`src/rtl/stopwatch_pkg.sv`:
```
`default_nettype none
// ============================================================================
// Module      : stopwatch_pkg
// Description : Shared constants and helpers for the stopwatch front panel:
//               controller state encoding, ms-to-cycles conversion and the
//               significant-digit mask used by both controller and core.
// Revision    : 1.0 - initial release
// ============================================================================
package stopwatch_pkg;

    // Controller states
    localparam logic [1:0] ST_IDLE   = 2'd0;  // paused, showing live time
    localparam logic [1:0] ST_RUN    = 2'd1;  // running, showing live time
    localparam logic [1:0] ST_LAP    = 2'd2;  // running, showing a frozen lap
    localparam logic [1:0] ST_REVIEW = 2'd3;  // paused, browsing stored laps

    // Converts a millisecond interval to clock cycles, never below one cycle.
    function automatic int ms_to_cycles(input int freq_hz, input int ms);
        int cycles;
        cycles = (freq_hz / 1000) * ms;
        return (cycles < 1) ? 1 : cycles;
    endfunction

    // Lowest three digits always lit, plus every digit up to the highest
    // nonzero nibble, so leading zeros are blanked but "0.00" style stays.
    function automatic logic [7:0] digit_enable(input logic [31:0] value);
        logic [7:0] en;
        logic       seen;
        en   = '0;
        seen = 1'b0;
        for (int i = 7; i >= 0; i--) begin
            if (value[i*4 +: 4] != 4'd0) begin
                seen = 1'b1;
            end
            en[i] = seen || (i < 3);
        end
        return en;
    endfunction

endpackage
`default_nettype wire

```
`src/rtl/stopwatch_ctrl_debounce.sv`:
```
`default_nettype none
// ============================================================================
// Module      : btn_debounce
// Description : Two-flop synchronizer plus stability-counter debouncer for a
//               single active-high button; emits a one-cycle press pulse on
//               each accepted rising level.
// Revision    : 1.0 - initial release
// ============================================================================
module btn_debounce #(
    parameter int DEBOUNCE_CYCLES = 2
) (
    input  logic clk,
    input  logic resetn,
    input  logic raw,
    output logic level,
    output logic press
);

    localparam int                CNT_W    = (DEBOUNCE_CYCLES > 1) ? $clog2(DEBOUNCE_CYCLES) : 1;
    localparam logic [CNT_W-1:0] CNT_LAST = CNT_W'(DEBOUNCE_CYCLES - 1);

    logic             r_sync1;
    logic             r_sync2;
    logic             r_level_d;
    logic [CNT_W-1:0] r_cnt;

    // Bring the asynchronous button into the clk domain
    always_ff @(posedge clk) begin
        if (!resetn) begin
            r_sync1 <= 1'b0;
            r_sync2 <= 1'b0;
        end else begin
            r_sync1 <= raw;
            r_sync2 <= r_sync1;
        end
    end

    // Accept a new level only after it has differed for DEBOUNCE_CYCLES cycles
    always_ff @(posedge clk) begin
        if (!resetn) begin
            r_cnt     <= '0;
            level     <= 1'b0;
            r_level_d <= 1'b0;
        end else begin
            r_level_d <= level;
            if (r_sync2 != level) begin
                if (r_cnt == CNT_LAST) begin
                    level <= r_sync2;
                    r_cnt <= '0;
                end else begin
                    r_cnt <= r_cnt + 1'b1;
                end
            end else begin
                r_cnt <= '0;
            end
        end
    end

    assign press = level & ~r_level_d;

endmodule
`default_nettype wire

```
`src/rtl/stopwatch_ctrl.sv`:
```
`default_nettype none
// ============================================================================
// Module      : stopwatch_ctrl
// Description : Front-panel controller: debounces start/lap/clear, drives the
//               core's start/clear pulses, keeps a circular lap buffer and
//               selects live time, a held lap or a lap review for display.
// Revision    : 1.0 - initial release
// ============================================================================
module stopwatch_ctrl
    import stopwatch_pkg::*;
#(
    parameter int FREQ_HZ     = 100000000,
    parameter int DEBOUNCE_MS = 20,
    parameter int LAP_HOLD_MS = 2000,
    parameter int LAP_DEPTH   = 4
) (
    input  logic        clk,
    input  logic        resetn,
    input  logic        btn_start_raw,
    input  logic        btn_lap_raw,
    input  logic        btn_clear_raw,
    input  logic [31:0] live_time,
    output logic        sw_start,
    output logic        sw_clear,
    output logic [31:0] disp_value,
    output logic [7:0]  disp_digit_en,
    output logic [7:0]  disp_dp_en,
    output logic        running,
    output logic [3:0]  lap_count,
    output logic [2:0]  lap_sel
);

    localparam int              DEBOUNCE_CYCLES = ms_to_cycles(FREQ_HZ, DEBOUNCE_MS);
    localparam int              LAP_HOLD_CYCLES = ms_to_cycles(FREQ_HZ, LAP_HOLD_MS);
    localparam int              HOLD_W          = (LAP_HOLD_CYCLES > 1) ? $clog2(LAP_HOLD_CYCLES) : 1;
    localparam logic [HOLD_W-1:0] HOLD_RELOAD   = HOLD_W'(LAP_HOLD_CYCLES - 1);
    localparam logic [3:0]      DEPTH_COUNT     = 4'(LAP_DEPTH);
    // Depth is a power of two, so masking implements the modulo wrap
    localparam logic [2:0]      PTR_MASK        = 3'(LAP_DEPTH - 1);

    logic        w_press_start, w_press_lap, w_press_clear;
    logic        level_start, level_lap, level_clear;
    logic        unused_levels;
    logic        w_start, w_clear, w_lap, w_capture, w_frozen;
    logic [1:0]  r_state;
    logic [2:0]  r_wr_ptr;
    logic [2:0]  w_rd_idx;
    logic [HOLD_W-1:0] r_hold_cnt;
    logic [31:0] lap_mem [LAP_DEPTH];
    logic [31:0] w_lap_value;

    btn_debounce #(.DEBOUNCE_CYCLES(DEBOUNCE_CYCLES)) u_db_start (
        .clk(clk), .resetn(resetn), .raw(btn_start_raw), .level(level_start), .press(w_press_start));
    btn_debounce #(.DEBOUNCE_CYCLES(DEBOUNCE_CYCLES)) u_db_lap (
        .clk(clk), .resetn(resetn), .raw(btn_lap_raw), .level(level_lap), .press(w_press_lap));
    btn_debounce #(.DEBOUNCE_CYCLES(DEBOUNCE_CYCLES)) u_db_clear (
        .clk(clk), .resetn(resetn), .raw(btn_clear_raw), .level(level_clear), .press(w_press_clear));

    // Debounced levels are not needed here; only the press edges drive the FSM
    assign unused_levels = ^{level_start, level_lap, level_clear};

    // Start wins over clear, clear over lap; losers in the same cycle are dropped
    assign w_start   = w_press_start;
    assign w_clear   = w_press_clear & ~w_press_start;
    assign w_lap     = w_press_lap & ~w_press_start & ~w_press_clear;
    assign w_capture = w_lap && ((r_state == ST_RUN) || (r_state == ST_LAP));

    // Main sequencer: state, core pulses, lap bookkeeping and hold timer
    always_ff @(posedge clk) begin
        if (!resetn) begin
            r_state    <= ST_IDLE;
            sw_start   <= 1'b0;
            sw_clear   <= 1'b0;
            lap_count  <= 4'd0;
            lap_sel    <= 3'd0;
            r_wr_ptr   <= 3'd0;
            r_hold_cnt <= '0;
        end else begin
            sw_start <= w_start;
            sw_clear <= 1'b0;
            case (r_state)
                ST_IDLE: begin
                    if (w_start) begin
                        r_state <= ST_RUN;
                    end else if (w_clear) begin
                        sw_clear  <= 1'b1;
                        lap_count <= 4'd0;
                        r_wr_ptr  <= 3'd0;
                    end else if (w_lap && (lap_count != 4'd0)) begin
                        r_state <= ST_REVIEW;
                        lap_sel <= 3'd0;
                    end
                end
                ST_RUN, ST_LAP: begin
                    if (w_start) begin
                        r_state <= ST_IDLE;
                    end else if (w_lap) begin
                        r_state    <= ST_LAP;
                        r_hold_cnt <= HOLD_RELOAD;
                        lap_sel    <= 3'd0;
                    end else if (r_state == ST_LAP) begin
                        if (r_hold_cnt == '0) begin
                            r_state <= ST_RUN;
                        end else begin
                            r_hold_cnt <= r_hold_cnt - 1'b1;
                        end
                    end
                end
                ST_REVIEW: begin
                    if (w_start) begin
                        r_state <= ST_RUN;
                    end else if (w_clear) begin
                        sw_clear  <= 1'b1;
                        lap_count <= 4'd0;
                        r_wr_ptr  <= 3'd0;
                        r_state   <= ST_IDLE;
                    end else if (w_lap) begin
                        if ({1'b0, lap_sel} == (lap_count - 4'd1)) begin
                            r_state <= ST_IDLE;
                        end else begin
                            lap_sel <= lap_sel + 3'd1;
                        end
                    end
                end
                default: r_state <= ST_IDLE;
            endcase
            if (w_capture) begin
                r_wr_ptr <= (r_wr_ptr + 3'd1) & PTR_MASK;
                if (lap_count != DEPTH_COUNT) begin
                    lap_count <= lap_count + 4'd1;
                end
            end
        end
    end

    // Lap storage: one register per entry, written at the current write pointer
    generate
        for (genvar i = 0; i < LAP_DEPTH; i++) begin : g_lap_mem
            always_ff @(posedge clk) begin
                if (w_capture && (r_wr_ptr == 3'(i))) begin
                    lap_mem[i] <= live_time;
                end
            end
        end
    endgenerate

    // Newest lap first: walk backwards from the write pointer
    assign w_rd_idx = (r_wr_ptr - 3'd1 - lap_sel) & PTR_MASK;

    // Read mux for the selected lap entry
    always_comb begin
        w_lap_value = lap_mem[0];
        for (int i = 1; i < LAP_DEPTH; i++) begin
            if (w_rd_idx == 3'(i)) begin
                w_lap_value = lap_mem[i];
            end
        end
    end

    assign w_frozen      = (r_state == ST_LAP) || (r_state == ST_REVIEW);
    assign disp_value    = w_frozen ? w_lap_value : live_time;
    assign disp_digit_en = digit_enable(disp_value);
    // No decimal points marks a frozen (non-live) value
    assign disp_dp_en    = w_frozen ? 8'h00 : disp_digit_en;
    assign running       = (r_state == ST_RUN) || (r_state == ST_LAP);

endmodule
`default_nettype wire

```
`config.mk`:
```
export PLATFORM = sky130hd
export DESIGN_NAME = stopwatch_ctrl
export DESIGN_NICKNAME = d
export VERILOG_FILES = /design/src/rtl/stopwatch_pkg.sv /design/src/rtl/stopwatch_ctrl_debounce.sv /design/src/rtl/stopwatch_ctrl.sv
export SDC_FILE = /design/constraint.sdc
export NUM_CORES = 1
export LEC_CHECK = 0
export ABC_AREA = 1
export CAP_MARGIN = 20
export CORE_MARGIN = 2
export CORE_UTILIZATION = 61
export CTS_BUF_LIST = sky130_fd_sc_hd__clkbuf_8
export DETAILED_ROUTE_END_ITERATION = 8
export GPL_ROUTABILITY_DRIVEN = 0
export PLACE_DENSITY = 0.83
export SLEW_MARGIN = 30
export SYNTH_ARGS = -nofsm -noshare
export SYNTH_HDL_FRONTEND = slang
export SYNTH_HIERARCHICAL = 1
export SYNTH_SLANG_ARGS = --single-unit
```
`constraint.sdc`:
```
create_clock -name clk -period 3.7 [get_ports clk]
set_input_delay 0.74 -clock clk [delete_from_list [all_inputs] [get_ports clk]]
set_output_delay 0.74 -clock clk [all_outputs]
set_load 0.005 [all_outputs]
```
### Word-level counts from Yosys, hierarchy flattened

Memory sizes are Yosys's and may differ from the RTL's.
Cells that the tools add are included.

| storage, ports and cells | value |
|---|---|
| output and inout port bits | 58 |
| word-level logic and storage cells | 181 |
| flip-flop bits (word level) | 116 |
| memories | 1 |
| memory bits (writable) | 128 |
| input port bits | 37 |

| operators by class | value |
|---|---|
| reductions and logical operators | 36 |
| equality and inequality tests | 34 |
| multiplexer cells | 62 |
| bitwise operators | 16 |
| add/sub/neg operators | 10 |

Memory list:

| memory | depth | bits a word | read ports | clocked after memory_dff | write ports | RTL line | source |
|---|---|---|---|---|---|---|---|
| lap_mem | 4 | 32 | 4 | 0 | 1 | stopwatch_ctrl.sv:49 | `logic [31:0] lap_mem [LAP_DEPTH];` |

Operators by type and width:

| cell | number |
|---|---|
| $mux 32 | 7 |
| $reduce_or 32->1 | 3 |
| $mux 28 | 3 |
| $add 21x1->21 const B | 3 |
| $eq 21x21->1 const B | 3 |
| $mux 2 | 18 |
| $logic_not 28->1 | 1 |
| $sub 28x1->28 const B | 1 |
| $mux 3 | 9 |
| $reduce_bool 4->1 | 6 |
| $mux 4 | 5 |
| $ne 2x2->1 const B | 10 |
| $mux 1 | 17 |
| $ne 4x4->1 const B | 4 |
| $eq 2x2->1 const B | 6 |
| $reduce_or 3->1 | 4 |
| $not 1->1 | 10 |
| $pmux 3 s3 | 1 |
| $reduce_and 9->1 | 1 |
| $mux 8 | 1 |
| $and 1x1->1 | 6 |
| $eq 2x1->1 const B | 3 |
| $logic_and 1x1->1 | 6 |
| $ne 3x3->1 const B | 2 |
| other kinds (20) | 28 |

### Longest topological paths before layout

| depth | value |
|---|---|
| depth in word-level cells | 14 |
| gate-level depth with buffers | 19 |

### Hierarchy

The synthesis kept the hierarchy.

By module, submodules not included:

| module | cells an instance | area an instance (µm²) | times used |
|---|---|---|---|
| stopwatch_ctrl | 916 | 8505.7 | 1 |
| btn_debounce | 174 | 1229.9 | 3 |

### Worst setup path before layout

OpenSTA, ideal clock, no wires.

| path | value |
|---|---|
| kind | register -> register |
| from | register r_state[0] |
| to | memory lap_mem[0][0] (enable) |
| library setup time | 0.421 ns |
| setup slack | 0.543 ns |
| stages on the path, launching flop included | 7 |
| path buffers | 0 |
| data required time | 3.279 ns |
| arrival time | 2.736 ns |
| cells stage by stage | dfxtp_1 -> inv_1 -> ha_1 -> inv_1 -> nor2_2 -> clkinv_1 -> nor2_1 |

| on the way | value |
|---|---|
| cells in the longest elaborated chain, start to end | 10 |
| elaborated cells between the ends (all ways) | 25 |
| those cells by class | eq/ne (2); mux (14); reduce/logical (9) |

Ends and longest elaborated chain:

| item | RTL line | source |
|---|---|---|
| start, declared | stopwatch_ctrl.sv:45 | `logic [1:0] r_state;` |
| start signal, assigned | stopwatch_ctrl.sv:71 | `r_state <= ST_IDLE;` |
| start signal, assigned | stopwatch_ctrl.sv:84 | `r_state <= ST_RUN;` |
| start signal, assigned | stopwatch_ctrl.sv:90 | `r_state <= ST_REVIEW;` |
| $eq 2x1->1 / $eq 2x2->1 (equally long branches) | -- |  |
| $logic_or 1x1->1 (*) | -- |  |
| net running | stopwatch_ctrl.sv:28 | `output logic running,` |
| $logic_and 1x1->1 (*) | stopwatch_ctrl.sv:66 | `assign w_capture = w_lap && ((r_state == ST_RUN) \|\| (r_state == ST_LAP));` |
| $logic_and 1x1->1 | stopwatch_ctrl.sv:140 | `if (w_capture && (r_wr_ptr == 3'(i))) begin` |
| $mux 1 | stopwatch_ctrl.sv:140 |  |
| $mux 1 (implied by the code) | stopwatch_ctrl.sv:141 | `lap_mem[i] <= live_time;` |
| $reduce_or 32->1 (no line) | -- |  |
| $mux 2 (no line) / $mux 1 (equally long branches) (3 in series) | -- |  |
| end, declared | stopwatch_ctrl.sv:49 |  |

The timed path passes the listed nets; every way through them passes the cells marked *.

### Final worst setup path

| path | value |
|---|---|
| from | register lap_sel[0] |
| to | output disp_dp_en[4] |

| on the way | value |
|---|---|
| cells in the longest elaborated chain, start to end | 12 |
| elaborated cells between the ends (all ways) | 17 |
| those cells by class | add/sub (1); eq/ne (3); mux (9); reduce/logical (4) |

Ends and longest elaborated chain:

| item | RTL line | source |
|---|---|---|
| start, declared | stopwatch_ctrl.sv:30 | `output logic [2:0] lap_sel` |
| start signal, assigned | stopwatch_ctrl.sv:121 | `lap_sel <= lap_sel + 3'd1;` |
| $sub 2x2->2 (*) | stopwatch_ctrl.sv:148 | `assign w_rd_idx = (r_wr_ptr - 3'd1 - lap_sel) & PTR_MASK;` |
| $eq 2x1->1 | stopwatch_ctrl.sv:154 | `if (w_rd_idx == 3'(i)) begin` |
| $mux 32 (2 in series) | stopwatch_ctrl.sv:154 |  |
| $mux 32 (*) | stopwatch_ctrl.sv:154 |  |
| $mux 32 (*) | stopwatch_ctrl.sv:161 | `assign disp_value = w_frozen ? w_lap_value : live_time;` |
| $reduce_bool 4->1 | stopwatch_pkg.sv:32 | `if (value[i*4 +: 4] != 4'd0) begin` |
| $mux 1 (3 in series) | stopwatch_pkg.sv:32 |  |
| $mux 1 (*) | stopwatch_pkg.sv:32 |  |
| $mux 8 (*) | stopwatch_ctrl.sv:164 | `assign disp_dp_en = w_frozen ? 8'h00 : disp_digit_en;` |
| end, declared | stopwatch_ctrl.sv:27 | `output logic [7:0] disp_dp_en,` |

Every way passes the cells marked *; elsewhere a longest branch is shown, timed or not.

==> results.cfg <==
[worst_setup_path]
crit_chain = inv_2 > ha_4 > inv_2 > nand2_4 > nand2_4 > nand2_8 > nand2_8 > buf_12 > nand2_8 > nand3_1 > nand2_1 > nand2_1 > nand2_2 > nor2_4 > nand2_4 > nor2_8 > buf_6 > nand3_4 > nand2_2 > inv_1 > clkdlybuf4s15_1
r2r-end = lap_mem[0][1]$_DFFE_PP_
critPathKind = reg -> out
arrival_ns = 3.10
slowest_stage = dfxtp_2
cp-endpoint = disp_dp_en[4]
worstPathRequired_ns = 2.96
r2r-start = r_state[0]$_SDFFE_PN0P_
slowest_delay_ns = 0.34
crit_path_end_kind = output pin
startpoint_type = flop
reg2reg_depth = 7
r2r_slack_ns = 0.76
path_max_fanout = 8
cp-startpoint = lap_sel[0]$_SDFFE_PN0P_

[run_status]
violations = negative setup slack
status = complete, but fails checks

[sta]
fmax_mhz = 260.3
finalClockSkew_ns = 0.03777
min_period_ns = 3.841
worst_pin_slew_ns = 0.5712
tns_ns = -0.4380
setup_slack_ns = -0.1412
finalCritPeriodShare = 1.038
rsz0062_at_grt = yes
drv_slew = 0
hold_viol = 0
max_slew_margin = 0.6186
setup_violations = 7

[drt]
drt_pass1_iterations = 5
vias = 10450
wl_per_cell_um = 16.57
postRouteWirelength_um = 31280
drtIter0Drc = 1122
vias_per_cell = 5.532
drc_errors = 0
ant_nets = 0

[min_path]
hp-class = reg -> reg
min_path_cells = 2

[global_route]
grt_pass1_vias = 9782
grt_max_degree = 38
grt_usage = 0.2756
grt-ovfl-total = 0
grt_pass1_wl_um = 47990
antenna_found_initial = 0

[cts]
htree_levels = 2
cts_root_buffer = clkbuf_8
cts-hold-fix-buffers = 0
clock_sinks = 244
tritoncts = done
clk_pin_slew_ns = 0.06
clock_latency_ns = 0.57
clockBufferDepth = 3
cts_buffers = 40

[yosys]
ys.warnings.count = 6
synth_cells = 1438
syn-cell-area_um2 = 12200
synth_top_cell_by_area = edfxtp_1
ys.flop_type = edfxtp_1
yosys-top-cells-count = nand2_1 (301), nor2_1 (205), inv_1 (174)
synth_edf_count = 128
ys_seq_elements = 244
avgSynthCellArea_um2 = 8.481
synthTopCellsByArea = edfxtp_1 (32%), dfxtp_1 (19%), nand2_1 (9.3%)
yosysMostFrequentCell = nand2_1
synthArstFlopShare = 0
synthDominantCellAreaShare = 0.3152
synth.distinct_cells = 46
ys_seq_area_frac = 0.5056

[die]
die_w_um = 145.4
pin_count = 95
core_um2 = 19530
die_y_um = 145.4
num_rows = 51
start_util = 0.6246
dieArea_um2 = 21140

[finish]
drive_above_1_share = 0.1522
fin_nets = 1647
antenna_cells = 0
finish.utilization = 0.7578
area_delta_synth_final_pct = 21.33

[power]
p_leak_nw = 6.036
power.density_nw_per_um2 = 353.3
power.ir.vdd_worst_mv = 0.4229
total_power_mw = 5.228

[placed_design]
portBuffers = 91
dp_hpwl_um = 18040

[job]
cap_viol_max_count = 0
-- cell type report --
class,instances,area (um2)
Tap cell,265,331.6
Clock buffer,44,605.6
Clock inverter,29,135.1
Multi-Input combinational cell,975,5315
Sequential cell,244,6170
Timing Repair inverter,1,5.005
Timing Repair Buffer,150,1546
Inverter,180,688.2
Fill cell,1313,4730
-- worst min path at each step --
stage,start,endpoint,slack [ns]
3_5_place_dp,u_db_lap/r_sync1$_SDFF_PN0_,u_db_lap/r_sync2$_SDFF_PN0_,0.40
6_report,u_db_lap/r_sync1$_SDFF_PN0_,u_db_lap/r_sync2$_SDFF_PN0_,0.42
4_1_cts,u_db_lap/r_sync1$_SDFF_PN0_,u_db_lap/r_sync2$_SDFF_PN0_,0.42
2_1_floorplan,u_db_clear/r_sync1$_SDFF_PN0_,u_db_clear/r_sync2$_SDFF_PN0_,0.39
5_1_grt,u_db_lap/r_sync1$_SDFF_PN0_,u_db_lap/r_sync2$_SDFF_PN0_,0.43
3_3_place_gp,u_db_lap/r_sync1$_SDFF_PN0_,u_db_lap/r_sync2$_SDFF_PN0_,0.39
-- cells by family (layout without fill, tap and decap cells) --
logic type | after synthesis | in the layout | share of synthesized area
fa+ha+maj | 18 | 18 | 0.01847
other cells | 1 | 3 | 0.0003075
simple gates | 679 | 684 | 0.2550
flops | 244 | 244 | 0.5056
mux | 12 | 12 | 0.009850
compound gates | 205 | 205 | 0.09008
xor+xnor | 53 | 53 | 0.03806
buf+inv | 226 | 404 | 0.08269
-- placed cells by master, fill, tap and decap left out, types with 12 or more instances in the layout --
| cell type | n |
|---|---|
| nand2_1 | 293 |
| nor2_1 | 200 |
| inv_1 | 181 |
| edfxtp_1 | 128 |
| dfxtp_1 | 113 |
| o21ai_0 | 86 |
| clkdlybuf4s50_1 | 73 |
| a21oi_1 | 61 |
| nand3_1 | 51 |
| clkbuf_8 | 44 |
| xor2_1 | 36 |
| buf_4 | 36 |
| nand4_1 | 26 |
| nand2_2 | 22 |
| o21ai_1 | 21 |
| nand3_2 | 18 |
| nor2_4 | 17 |
| xnor2_1 | 17 |
| ha_1 | 16 |
| a21oi_2 | 15 |
| mux2i_1 | 12 |
-- report_power, final --
part	internal, mW	leakage, nW	switching, mW
registers	2.85	2.09	0.00278
logic	0.0862	3.53	0.0939
clock network	1.11	0.423	1.09
-- flip-flops by register name, indices dropped and copies added (netlist names), 2 cells and up --
| name | flops |
|---|---|
| lap_mem | 128 |
| r_hold_cnt | 28 |
| u_db_clear/r_cnt | 21 |
| u_db_lap/r_cnt | 21 |
| u_db_start/r_cnt | 21 |
| lap_count | 4 |
| lap_sel | 3 |
| r_state | 2 |
| r_wr_ptr | 2 |
-- critical path, delay by kind of cell (launching register included) --
kind	cells	cell delay [ns]
flip-flops	1	0.34
AND/OR/NAND/NOR	14	1.43
adder cells (fa/ha/maj)	1	0.17
buffers and inverters	6	0.60
-- per-layer routing --
layer  up-vias  global-route usage  wire length [um]
met2       545              0.4505             14800
met1      4824              0.3639             12810
met4         0              0.1039               942
met5         -                   0                 0
met3        91             0.05799              2731
li1       4985                   -                 -
-- per-stage QoR --
| stage | area [um2] | hold WS [ns] | setup WS (ns) | cells |
|---|---|---|---|---|
| global route | 14800 | 0.4282 | -0.2449 | 1888 |
| floorplan | 12200 | 0.3900 | 0.5432 | 1440 |
| CTS | 14520 | 0.4177 | 0.002762 | 1869 |
| detailed placement | 13300 | 0.4014 | 0.1829 | 1770 |
| global placement | 13300 | 0.3926 | 0.2501 | 1770 |
| finish | 14800 | 0.4153 | -0.1412 | 1888 |
-- what timing repair did --
action | in CTS | in global routing
pin swaps | 19 | 19
gates cloned | 7 | 0
endpoints found under the setup margin | 22 | 27
buffers inserted | 19 | 19
resized for setup | 53 | 53
Power figures use the tool's default switching activity.
